--- config.mk ---
export PLATFORM = sky130hd
export DESIGN_NAME = naneye_config_tx
export DESIGN_NICKNAME = d
export VERILOG_FILES = /design/src/rtl/naneye_config_tx.sv
export SDC_FILE = /design/constraint.sdc
export NUM_CORES = 1
export LEC_CHECK = 0
export ABC_CLOCK_PERIOD_IN_PS = 2600
export BUFFER_PORTS_ARGS = -buffer_cell sky130_fd_sc_hd__buf_4
export CAP_MARGIN = 5
export CORE_MARGIN = 2
export CORE_UTILIZATION = 50
export DETAILED_ROUTE_END_ITERATION = 8
export PLACE_DENSITY_LB_ADDON = 0.12
export SKIP_CTS_REPAIR_TIMING = 1
export SLEW_MARGIN = 20
export SYNTH_ARGS = -nofsm -noshare
export SYNTH_HDL_FRONTEND = slang
export SYNTH_SLANG_ARGS = --single-unit
export TNS_END_PERCENT = 100
--- constraint.sdc ---
create_clock -name SCLOCK -period 2.6 [get_ports SCLOCK]
set_input_delay 0.39 -clock SCLOCK [delete_from_list [all_inputs] [get_ports SCLOCK]]
set_output_delay 0.39 -clock SCLOCK [all_outputs]
set_load 0.02 [all_outputs]
--- src/rtl/naneye_config_tx.sv ---
// naneye_config_tx: Manchester serializer for sensor configuration words on the bidirectional data pad.
// Latency: handshake in cycle t drives the start marker from cycle t+1; every half-bit is C_HALF_BIT_CYCLES cycles.
// Backpressure: TX_READY only in IDLE/WAIT (gated by ENABLE); WAIT holds the line low indefinitely.
// Optional feature macro: CONFIG_TX_PARITY_EN appends a Manchester-encoded odd-parity bit to every word.
module naneye_config_tx #(
    parameter int C_HALF_BIT_CYCLES = 9,
    parameter int C_HB_CNT_W        = 5,
    parameter int C_WORD_W          = 16,
    parameter int C_GAP_HALF_BITS   = 4,
    parameter int C_END_HALF_BITS   = 40,
    parameter int C_HB_IDX_W        = 8
) (
    input  logic                SCLOCK,
    input  logic                RESET,
    input  logic                ENABLE,
    input  logic [C_WORD_W-1:0] TX_DATA,
    input  logic                TX_VALID,
    input  logic                TX_LAST,
    output logic                TX_READY,
    output logic                SDATA_OUT,
    output logic                SDATA_OE,
    output logic                BUSY,
    output logic                DONE
);

`ifdef CONFIG_TX_PARITY_EN
    localparam int C_SH_W = C_WORD_W + 1;
`else
    localparam int C_SH_W = C_WORD_W;
`endif
    localparam int C_DATA_HB = 2 * C_SH_W;

    localparam logic [2:0] S_IDLE  = 3'd0;
    localparam logic [2:0] S_START = 3'd1;
    localparam logic [2:0] S_DATA  = 3'd2;
    localparam logic [2:0] S_GAP   = 3'd3;
    localparam logic [2:0] S_WAIT  = 3'd4;
    localparam logic [2:0] S_END   = 3'd5;

    localparam logic [C_HB_CNT_W-1:0] C_CNT_LAST   = C_HB_CNT_W'(C_HALF_BIT_CYCLES - 1);
    localparam logic [C_HB_IDX_W-1:0] C_IDX_START  = C_HB_IDX_W'(1);
    localparam logic [C_HB_IDX_W-1:0] C_IDX_DATA   = C_HB_IDX_W'(C_DATA_HB - 1);
    localparam logic [C_HB_IDX_W-1:0] C_IDX_GAP    = C_HB_IDX_W'(C_GAP_HALF_BITS - 1);
    localparam logic [C_HB_IDX_W-1:0] C_IDX_END    = C_HB_IDX_W'(C_END_HALF_BITS - 1);

    logic [2:0]            r_state;
    logic [C_HB_CNT_W-1:0] r_hb_cnt;
    logic [C_HB_IDX_W-1:0] r_hb_idx;
    logic [C_SH_W-1:0]     r_shift;
    logic                  r_last;
    logic                  r_sdata_out;
    logic                  r_sdata_oe;
    logic                  r_busy;
    logic                  r_done;

    logic [2:0]            w_nxt_state;
    logic [C_HB_CNT_W-1:0] w_nxt_cnt;
    logic [C_HB_IDX_W-1:0] w_nxt_idx;
    logic [C_SH_W-1:0]     w_nxt_shift;
    logic                  w_nxt_last;
    logic                  w_nxt_out;
    logic                  w_nxt_done;
    logic                  w_hb_wrap;
    logic                  w_handshake;
    logic [C_SH_W-1:0]     w_load;

    // Parity bit rides in the LSB of the shift register so it goes out right after the data bits.
`ifdef CONFIG_TX_PARITY_EN
    assign w_load = {TX_DATA, ~(^TX_DATA)};
`else
    assign w_load = TX_DATA;
`endif

    // Ready is combinational on state/ENABLE; RESET also gates it so it reads 0 while reset is held.
    assign TX_READY    = RESET && ENABLE && ((r_state == S_IDLE) || (r_state == S_WAIT));
    assign w_handshake = TX_VALID && TX_READY;
    assign w_hb_wrap   = (r_hb_cnt == C_CNT_LAST);

    // Next-state, half-bit counters and shift register; ENABLE low collapses everything to IDLE.
    always_comb begin
        w_nxt_state = r_state;
        w_nxt_cnt   = w_hb_wrap ? '0 : r_hb_cnt + C_HB_CNT_W'(1);
        w_nxt_idx   = w_hb_wrap ? r_hb_idx + C_HB_IDX_W'(1) : r_hb_idx;
        w_nxt_shift = r_shift;
        w_nxt_last  = r_last;
        case (r_state)
            S_IDLE, S_WAIT: begin
                if (w_handshake) begin
                    w_nxt_state = S_START;
                    w_nxt_shift = w_load;
                    w_nxt_last  = TX_LAST;
                end
            end
            S_START: begin
                if (w_hb_wrap && (r_hb_idx == C_IDX_START)) w_nxt_state = S_DATA;
            end
            S_DATA: begin
                // Advance to the next bit after its second half-bit.
                if (w_hb_wrap && r_hb_idx[0]) w_nxt_shift = {r_shift[C_SH_W-2:0], 1'b0};
                if (w_hb_wrap && (r_hb_idx == C_IDX_DATA)) w_nxt_state = r_last ? S_END : S_GAP;
            end
            S_GAP: begin
                if (w_hb_wrap && (r_hb_idx == C_IDX_GAP)) w_nxt_state = S_WAIT;
            end
            S_END: begin
                if (w_hb_wrap && (r_hb_idx == C_IDX_END)) w_nxt_state = S_IDLE;
            end
            default: w_nxt_state = S_IDLE;
        endcase
        if (!ENABLE) begin
            w_nxt_state = S_IDLE;
            w_nxt_shift = '0;
            w_nxt_last  = 1'b0;
        end
        // Counters restart on every state entry and stay parked in the untimed states.
        if ((w_nxt_state != r_state) || (w_nxt_state == S_IDLE) || (w_nxt_state == S_WAIT)) begin
            w_nxt_cnt = '0;
            w_nxt_idx = '0;
        end
    end

    // Line value for the cycle being entered, so the registered output lines up with the state.
    always_comb begin
        w_nxt_out = 1'b0;
        case (w_nxt_state)
            S_START: w_nxt_out = 1'b1;
            S_DATA:  w_nxt_out = w_nxt_idx[0] ? w_nxt_shift[C_SH_W-1] : ~w_nxt_shift[C_SH_W-1];
            default: w_nxt_out = 1'b0;
        endcase
    end

    assign w_nxt_done = ENABLE && (r_state == S_END) && (w_nxt_state == S_IDLE);

    // State and registered pad outputs.
    always_ff @(posedge SCLOCK) begin
        if (!RESET) begin
            r_state     <= S_IDLE;
            r_hb_cnt    <= '0;
            r_hb_idx    <= '0;
            r_shift     <= '0;
            r_last      <= 1'b0;
            r_sdata_out <= 1'b0;
            r_sdata_oe  <= 1'b0;
            r_busy      <= 1'b0;
            r_done      <= 1'b0;
        end else begin
            r_state     <= w_nxt_state;
            r_hb_cnt    <= w_nxt_cnt;
            r_hb_idx    <= w_nxt_idx;
            r_shift     <= w_nxt_shift;
            r_last      <= w_nxt_last;
            r_sdata_out <= w_nxt_out;
            r_sdata_oe  <= (w_nxt_state != S_IDLE);
            r_busy      <= (w_nxt_state != S_IDLE);
            r_done      <= w_nxt_done;
        end
    end

    assign SDATA_OUT = r_sdata_out;
    assign SDATA_OE  = r_sdata_oe;
    assign BUSY      = r_busy;
    assign DONE      = r_done;

endmodule
==> results.cfg, run 1 <==
[outcome]
status = finished, final reports clean

[clock_tree]
clkLatencyLatePin_ns = 0.33
cts_tree = built
htreeDepth = 2
numCtsBuffers = 5
clk_pin_slew_ns = 0.10
root_buffer = clkbuf_4
clkSinkCount = 36
clockBufferDepth = 2

[timing]
hold_viol_final = 0
tightestPinTransition_ns = 0.504
fin_setup_tns_ns = 0
slew-limit-headroom = 0.663
holdWs_ns = 0.257
setup_viol = 0
slew_violations = 0
rsz0062_at_grt = no
period_minus_slack_ns = 2.39
period_share = 0.919
finalClockSkew_ns = 0.00702
timing.fmax_mhz = 418

[setup_path]
slowest_stage = dfxtp_1
worst_setup_path_end_kind = register
path_max_fanout = 9
worstPathArrival_ns = 2.60
crit_top_cell = mux2i_1
cp-startpoint = r_hb_cnt[0]$_SDFF_PP0_
endpoint = SDATA_OUT$_SDFF_PN0_
reg2reg_from = r_hb_cnt[0]$_SDFF_PP0_
reg2reg_to = SDATA_OUT$_SDFF_PN0_
cp.required_ns = 2.81
critPathKind = register to register
reg2reg_slack_ns = 0.21
critPathMaxStageDelay_ns = 0.35
path_cells = inv_1 > ha_1 > nand4bb_4 > inv_2 > buf_4 > nand3_1 > nor3_2 > o41a_1 > mux2i_1 > mux2i_1 > o21ai_0
start_kind = register
reg2reg_depth = 11

[logic_synthesis]
synth_edf_count = 0
yosysUniqueCellTypes = 48
seq_area_frac_synth = 0.403
synth-adder-area-share = 0.0350
yosysWarnings = 0
async_flop_share = 0
synthCells = 205
syn_nets = 231
synth_mux_area_frac = 0.0252
synth-xor-area-share = 0.0441
yosys.area_share.simple = 0.284
netlist_area_sq_um = 1790
synth_ff_type = dfxtp_1
synth_top_family_by_area = simple AND/OR/NAND/NOR gates
avgSynthCellArea_sq_um = 8.72
synth-seq-cells = 36
synth_compound_area_frac = 0.163

[global_route]
grt_usage = 0.198
grt_pass1_vias = 1514
antenna_found_initial = 0
grt_pass1_wl_um = 6510
grt_max_degree = 20
overflow = 0

[die]
ios = 26
num_rows = 21
dieArea_sq_um = 4070
initial_core_util = 0.527
die_y_um = 63.8
core-area_sq_um = 3390
die_w_um = 63.8

[route]
first_pass_iters = 4
drc_errors = 0
vias = 1578
ant_nets = 0
drt_iter0_drc = 111
vias_per_cell = 5.72
wirelength_um = 3690
wire_per_inst_um = 13.4

[min_path]
min_path_type = input port to register
hold_depth = 3

[job]
cap_violations = 0

[place]
dp_hpwl_um = 2700
port_buffers = 25
gp_congestion = 0.976

[cells_and_area]
nNetsFinal = 256
area_delta_synth_final_pct = 17.8
drive_gt1_frac = 0.213
num_antenna_cells = 0

[power]
power_density_nw_per_um2 = 453
ir_drop_uv = 271
total_power_w = 0.000954
cellLeakagePower_nw = 0.757
==> metal layers <==
layer / track usage / vias up / share of wire
met1: 0.247 / 749 / 0.46
met4: 0.0625 / 0 / 0.012
li1: - / 789 / -
met2: 0.344 / 34 / 0.49
met3: 0.0370 / 6 / 0.038
met5: 0 / - / 0
==> kinds of logic (layout without fill, tap and decap cells) <==
group	after synthesis	in the layout
buffers and inverters	18	43
XOR/XNOR	9	9
adder cells (fa/ha/maj)	5	5
AO/OA/AOI/OAI	44	44
flip-flops	36	36
multiplexers	4	4
AND/OR/NAND/NOR	89	89
==> synthesized netlist by cell type, types with 3 or more instances <==
library cell,instances,area (sq um)
ha_1,5,62.6
xor2_1,7,61.3
nand2_1,26,97.6
nand3_1,10,50.1
nor3_2,3,30.0
and2_1,6,37.5
nand4_1,5,31.3
a22oi_1,15,113
a21oi_1,17,85.1
mux2i_1,3,30.0
nor2_1,13,48.8
dfxtp_1,36,721
clkbuf_1,9,33.8
inv_1,4,15.0
nor3_1,4,20.0
nor4_1,3,18.8
==> per-stage QoR <==
| step | instance area, sq um | cells | utilization | setup slack [ns] |
|---|---|---|---|---|
| final | 2100 | 276 | 0.621 | 0.210 |
| after global routing | 2100 | 276 | 0.621 | 0.0196 |
| after CTS | 2090 | 276 | 0.617 | 0.158 |
| after detailed placement | 2030 | 269 | 0.598 | 0.182 |
| after global placement | 2030 | 269 | 0.598 | 0.271 |
| after floorplan | 1790 | 205 | - | 0.00340 |
==> placed cells by master, fill, tap and decap left out, drive strengths merged, types with 2 or more instances in the layout <==
cell type and n:
xnor2 2, nand2 27, nand4 5, a22oi 15, nor3b 2, xor2 7, and3 2, clkbuf 7
inv 5, nand3 10, nor4 3, mux2i 3, nand3b 2, ha 5, o21ai 2, buf 31
a21oi 17, and2 6, and4 2, nor2b 2, nor3 7, nor2 13, dfxtp 36
==> where the power goes <==
part | internal (W) | switching (W)
Sequential | 0.000556 | 0.00000312
Clock | 0.000153 | 0.000173
Combinational | 0.0000352 | 0.0000333
==> worst min path at each step <==
| stage | from | end | slack [ns] |
|---|---|---|---|
| after CTS | TX_LAST | r_last$_SDFFE_PP0P_ | 0.24 |
| after detailed placement | r_shift[11]$_SDFFE_PP0P_ | r_shift[11]$_SDFFE_PP0P_ | 0.45 |
| after global routing | TX_LAST | r_last$_SDFFE_PP0P_ | 0.29 |
| after floorplan | r_shift[14]$_SDFFE_PP0P_ | r_shift[14]$_SDFFE_PP0P_ | 0.43 |
| final | TX_LAST | r_last$_SDFFE_PP0P_ | 0.26 |
| after global placement | r_shift[13]$_SDFFE_PP0P_ | r_shift[13]$_SDFFE_PP0P_ | 0.44 |
==> final cells by class <==
cell class	count	area [sq um]
inverter	5	18.8
tap	46	57.6
clock buffer	7	65.1
timing repair buffer	31	233
fill	294	1280
multi-input combinational	151	1010
sequential	36	721
==> sequential cells by signal (all words and copies together) (netlist names) <==
signal	cells
r_shift	16
r_hb_idx	8
r_hb_cnt	5
r_state	3
BUSY	1
DONE	1
SDATA_OUT	1
r_last	1
==> worst max-delay path, delay by kind of cell (launching register included) <==
kind                       cells  cell delay, ns
AOI/OAI and AO/OA              2            0.37
adders and majority gates      1            0.19
buffers and inverters          3            0.41
DFF                            1            0.35
muxes                          2            0.50
and+or+nand+nor                3            0.46
Power figures use the tool's default switching activity.
==> inputs of run 2 (changes only) <==
--- a/config.mk
+++ b/config.mk
@@ -5,6 +5,7 @@
 export SDC_FILE = /design/constraint.sdc
 export NUM_CORES = 1
 export LEC_CHECK = 0
+export ABC_AREA = 1
 export ABC_CLOCK_PERIOD_IN_PS = 2600
 export BUFFER_PORTS_ARGS = -buffer_cell sky130_fd_sc_hd__buf_4
 export CAP_MARGIN = 5
@@ -12,7 +13,6 @@
 export CORE_UTILIZATION = 50
 export DETAILED_ROUTE_END_ITERATION = 8
 export PLACE_DENSITY_LB_ADDON = 0.12
-export SKIP_CTS_REPAIR_TIMING = 1
 export SLEW_MARGIN = 20
 export SYNTH_ARGS = -nofsm -noshare
 export SYNTH_HDL_FRONTEND = slang
==> run 2 against run 1 <==
Net effect:
- clock power rose by 63%
- routed wire length down 3.1%
- fmax rose by 18%
- clock-buffer cell count unchanged
- flip-flop and latch count unchanged
- largest power group unchanged
- critical path type unchanged
- register-to-register slack better by 0.36 ns
- highest routed layer unchanged
- via count rose by 5.9%
==> results.cfg, run 2 <==
[die]
ios = 26
die_y_um = 65.2
die_w_um = 65.2
initial_core_util = 0.516
core-area_sq_um = 3630
num_rows = 22
dieArea_sq_um = 4250

[global_route]
grt_max_degree = 19
grt_pass1_wl_um = 6050
antenna_found_initial = 0
grt_usage = 0.185
overflow = 0
grt_pass1_vias = 1376

[power]
total_power_w = 0.00116
cellLeakagePower_nw = 0.884
p_sw_frac = 0.202
combPwrFrac = 0.061
intPower_w = 0.000927
clockPowerShare = 0.457
p_seq_frac = 0.482
ir_drop_uv = 345
power_density_nw_per_um2 = 525
switchingPower_w = 0.000235

[route]
wire_per_inst_um = 10.6
drc_errors = 0
vias = 1671
ant_nets = 0
wirelength_um = 3580
vias_per_cell = 4.97
first_pass_iters = 4
drt_iter0_drc = 121

[clock_tree]
clkSinkCount = 36
hold_buffers = 0
clk_pin_slew_ns = 0.07
numCtsBuffers = 5
cts_setup_buffers = 0
clkLatencyLatePin_ns = 0.29
cts_tree = built
root_buffer = clkbuf_8
htreeDepth = 2
clockBufferDepth = 2
cts_resized = 0

[cells_and_area]
top_register = r_shift
drive_gt1_frac = 0.201
layout_commonest_cell = nand2_1
final_cell_mix = nand2_1 (65), dfxtp_1 (36), nand3_1 (36)
postLayoutCoreUtil = 0.610
area_delta_synth_final_pct = 18.2
num_antenna_cells = 0
finalNonFillerCells = 336
largest_reg_flops = 16
reg_top3 = r_shift (16), r_hb_idx (8), r_hb_cnt (5)
nNetsFinal = 313

[logic_synthesis]
async_flop_share = 0
yosys.area.top_type_share = 0.385
syn_nets = 288
synth_edf_count = 0
synthCells = 262
avgSynthCellArea_sq_um = 7.15
synth_ff_type = dfxtp_1
synth-seq-cells = 36
netlist_area_sq_um = 1870
seq_area_frac_synth = 0.385
yosysUniqueCellTypes = 28
synthTopCellsByArea = dfxtp_1 (38%), nand2_1 (13%), nand3_1 (9.6%)
yosysTopAreaCell = dfxtp_1
synth_common_cells = nand2_1 (65), dfxtp_1 (36), nand3_1 (36), nor2_1 (31), inv_1 (26)
yosys.cell_count.top_type = nand2_1
yosysWarnings = 0

[min_path]
min_path_type = input port to register

[job]
cap_violations = 0

[setup_path]
worstPathArrival_ns = 2.24
worst_setup_path_end_kind = register
path_max_fanout = 11
cp.required_ns = 2.82
start_kind = register
critPathKind = register to register

[place]
gp_congestion = 0.906
dp_hpwl_um = 2640
dp.cells = 328
post-place-ws_ns = 0.571
port_buffers = 25

[timing]
finalClockSkew_ns = 0.00594
slew-limit-headroom = 0.712
timing.fmax_mhz = 493
rsz0062_at_grt = no
period_share = 0.780
hold_viol_final = 0
tightestPinTransition_ns = 0.432
worst_slack_ns = 0.573
slew_violations = 0
setup_viol = 0
period_minus_slack_ns = 2.03
fin_setup_tns_ns = 0

[outcome]
status = finished, final reports clean
run 2: final timing paths:
path                     startpoint                endpoint  slack (ns)  cells past startpoint
max          r_hb_cnt[0]$_SDFF_PP0_    SDATA_OUT$_SDFF_PN0_        0.57                     13
min                         TX_LAST     r_last$_SDFFE_PP0P_        0.32                      3
max reg2reg  r_hb_cnt[0]$_SDFF_PP0_    SDATA_OUT$_SDFF_PN0_        0.57                     13
min reg2reg  r_hb_cnt[0]$_SDFF_PP0_  r_hb_cnt[0]$_SDFF_PP0_        0.46                      1
run 2: cell type report:
type,instances,area [sq um]
fillers,366,1420
multi-input cells,187,990
flip-flops and latches,36,721
repair buffers,27,203
inverters,30,115
clock buffers,7,96.3
well taps,48,60.1
clock inverters,1,30.0
run 2: power by group through the flow:
stage	Sequential [W]	Combinational, W	Clock (W)
2_1_floorplan	0.000573	0.0000378	0
3_3_place_gp	0.000573	0.0000707	0
3_5_place_dp	0.000573	0.0000708	0
4_1_cts	0.000560	0.0000709	0.000548
5_1_grt	0.000560	0.0000776	0.000574
6_report	0.000560	0.0000708	0.000532
run 2: kinds of logic (layout without fill, tap and decap cells):
group | count (synthesis) | count (layout) | synth area share
xor+xnor | 7 | 7 | 0.0327
fa+ha+maj | 5 | 5 | 0.0334
compound gates | 24 | 24 | 0.0848
flops | 36 | 36 | 0.385
buf+inv | 39 | 65 | 0.0874
simple gates | 151 | 151 | 0.377
run 2: layer usage:
layer	wire [um]	vias up	global-route usage
met1	1810	736	0.261
li1	-	892	-
met3	196	6	0.0479
met5	0	-	0
met4	55	0	0.0781
met2	1520	37	0.265
run 2: worst max-delay path: stages (launching register included):
cell,delay (ns)
dfxtp_1,0.34
inv_1,0.06
ha_1,0.15
nand2_2,0.10
nor2_8,0.17
ha_1,0.42
o21ai_0,0.15
nand2_1,0.07
nand3_1,0.07
nand2_1,0.11
inv_1,0.05
nand2_1,0.06
nand3_1,0.06
a21oi_1,0.14
run 2: metrics by stage:
stage	hold slack, ns	instance area (sq um)
finish	0.324	2210
global route	0.307	2210
CTS	0.300	2210
detailed placement	0.454	2090
global placement	0.449	2090
floorplan	0.430	1870
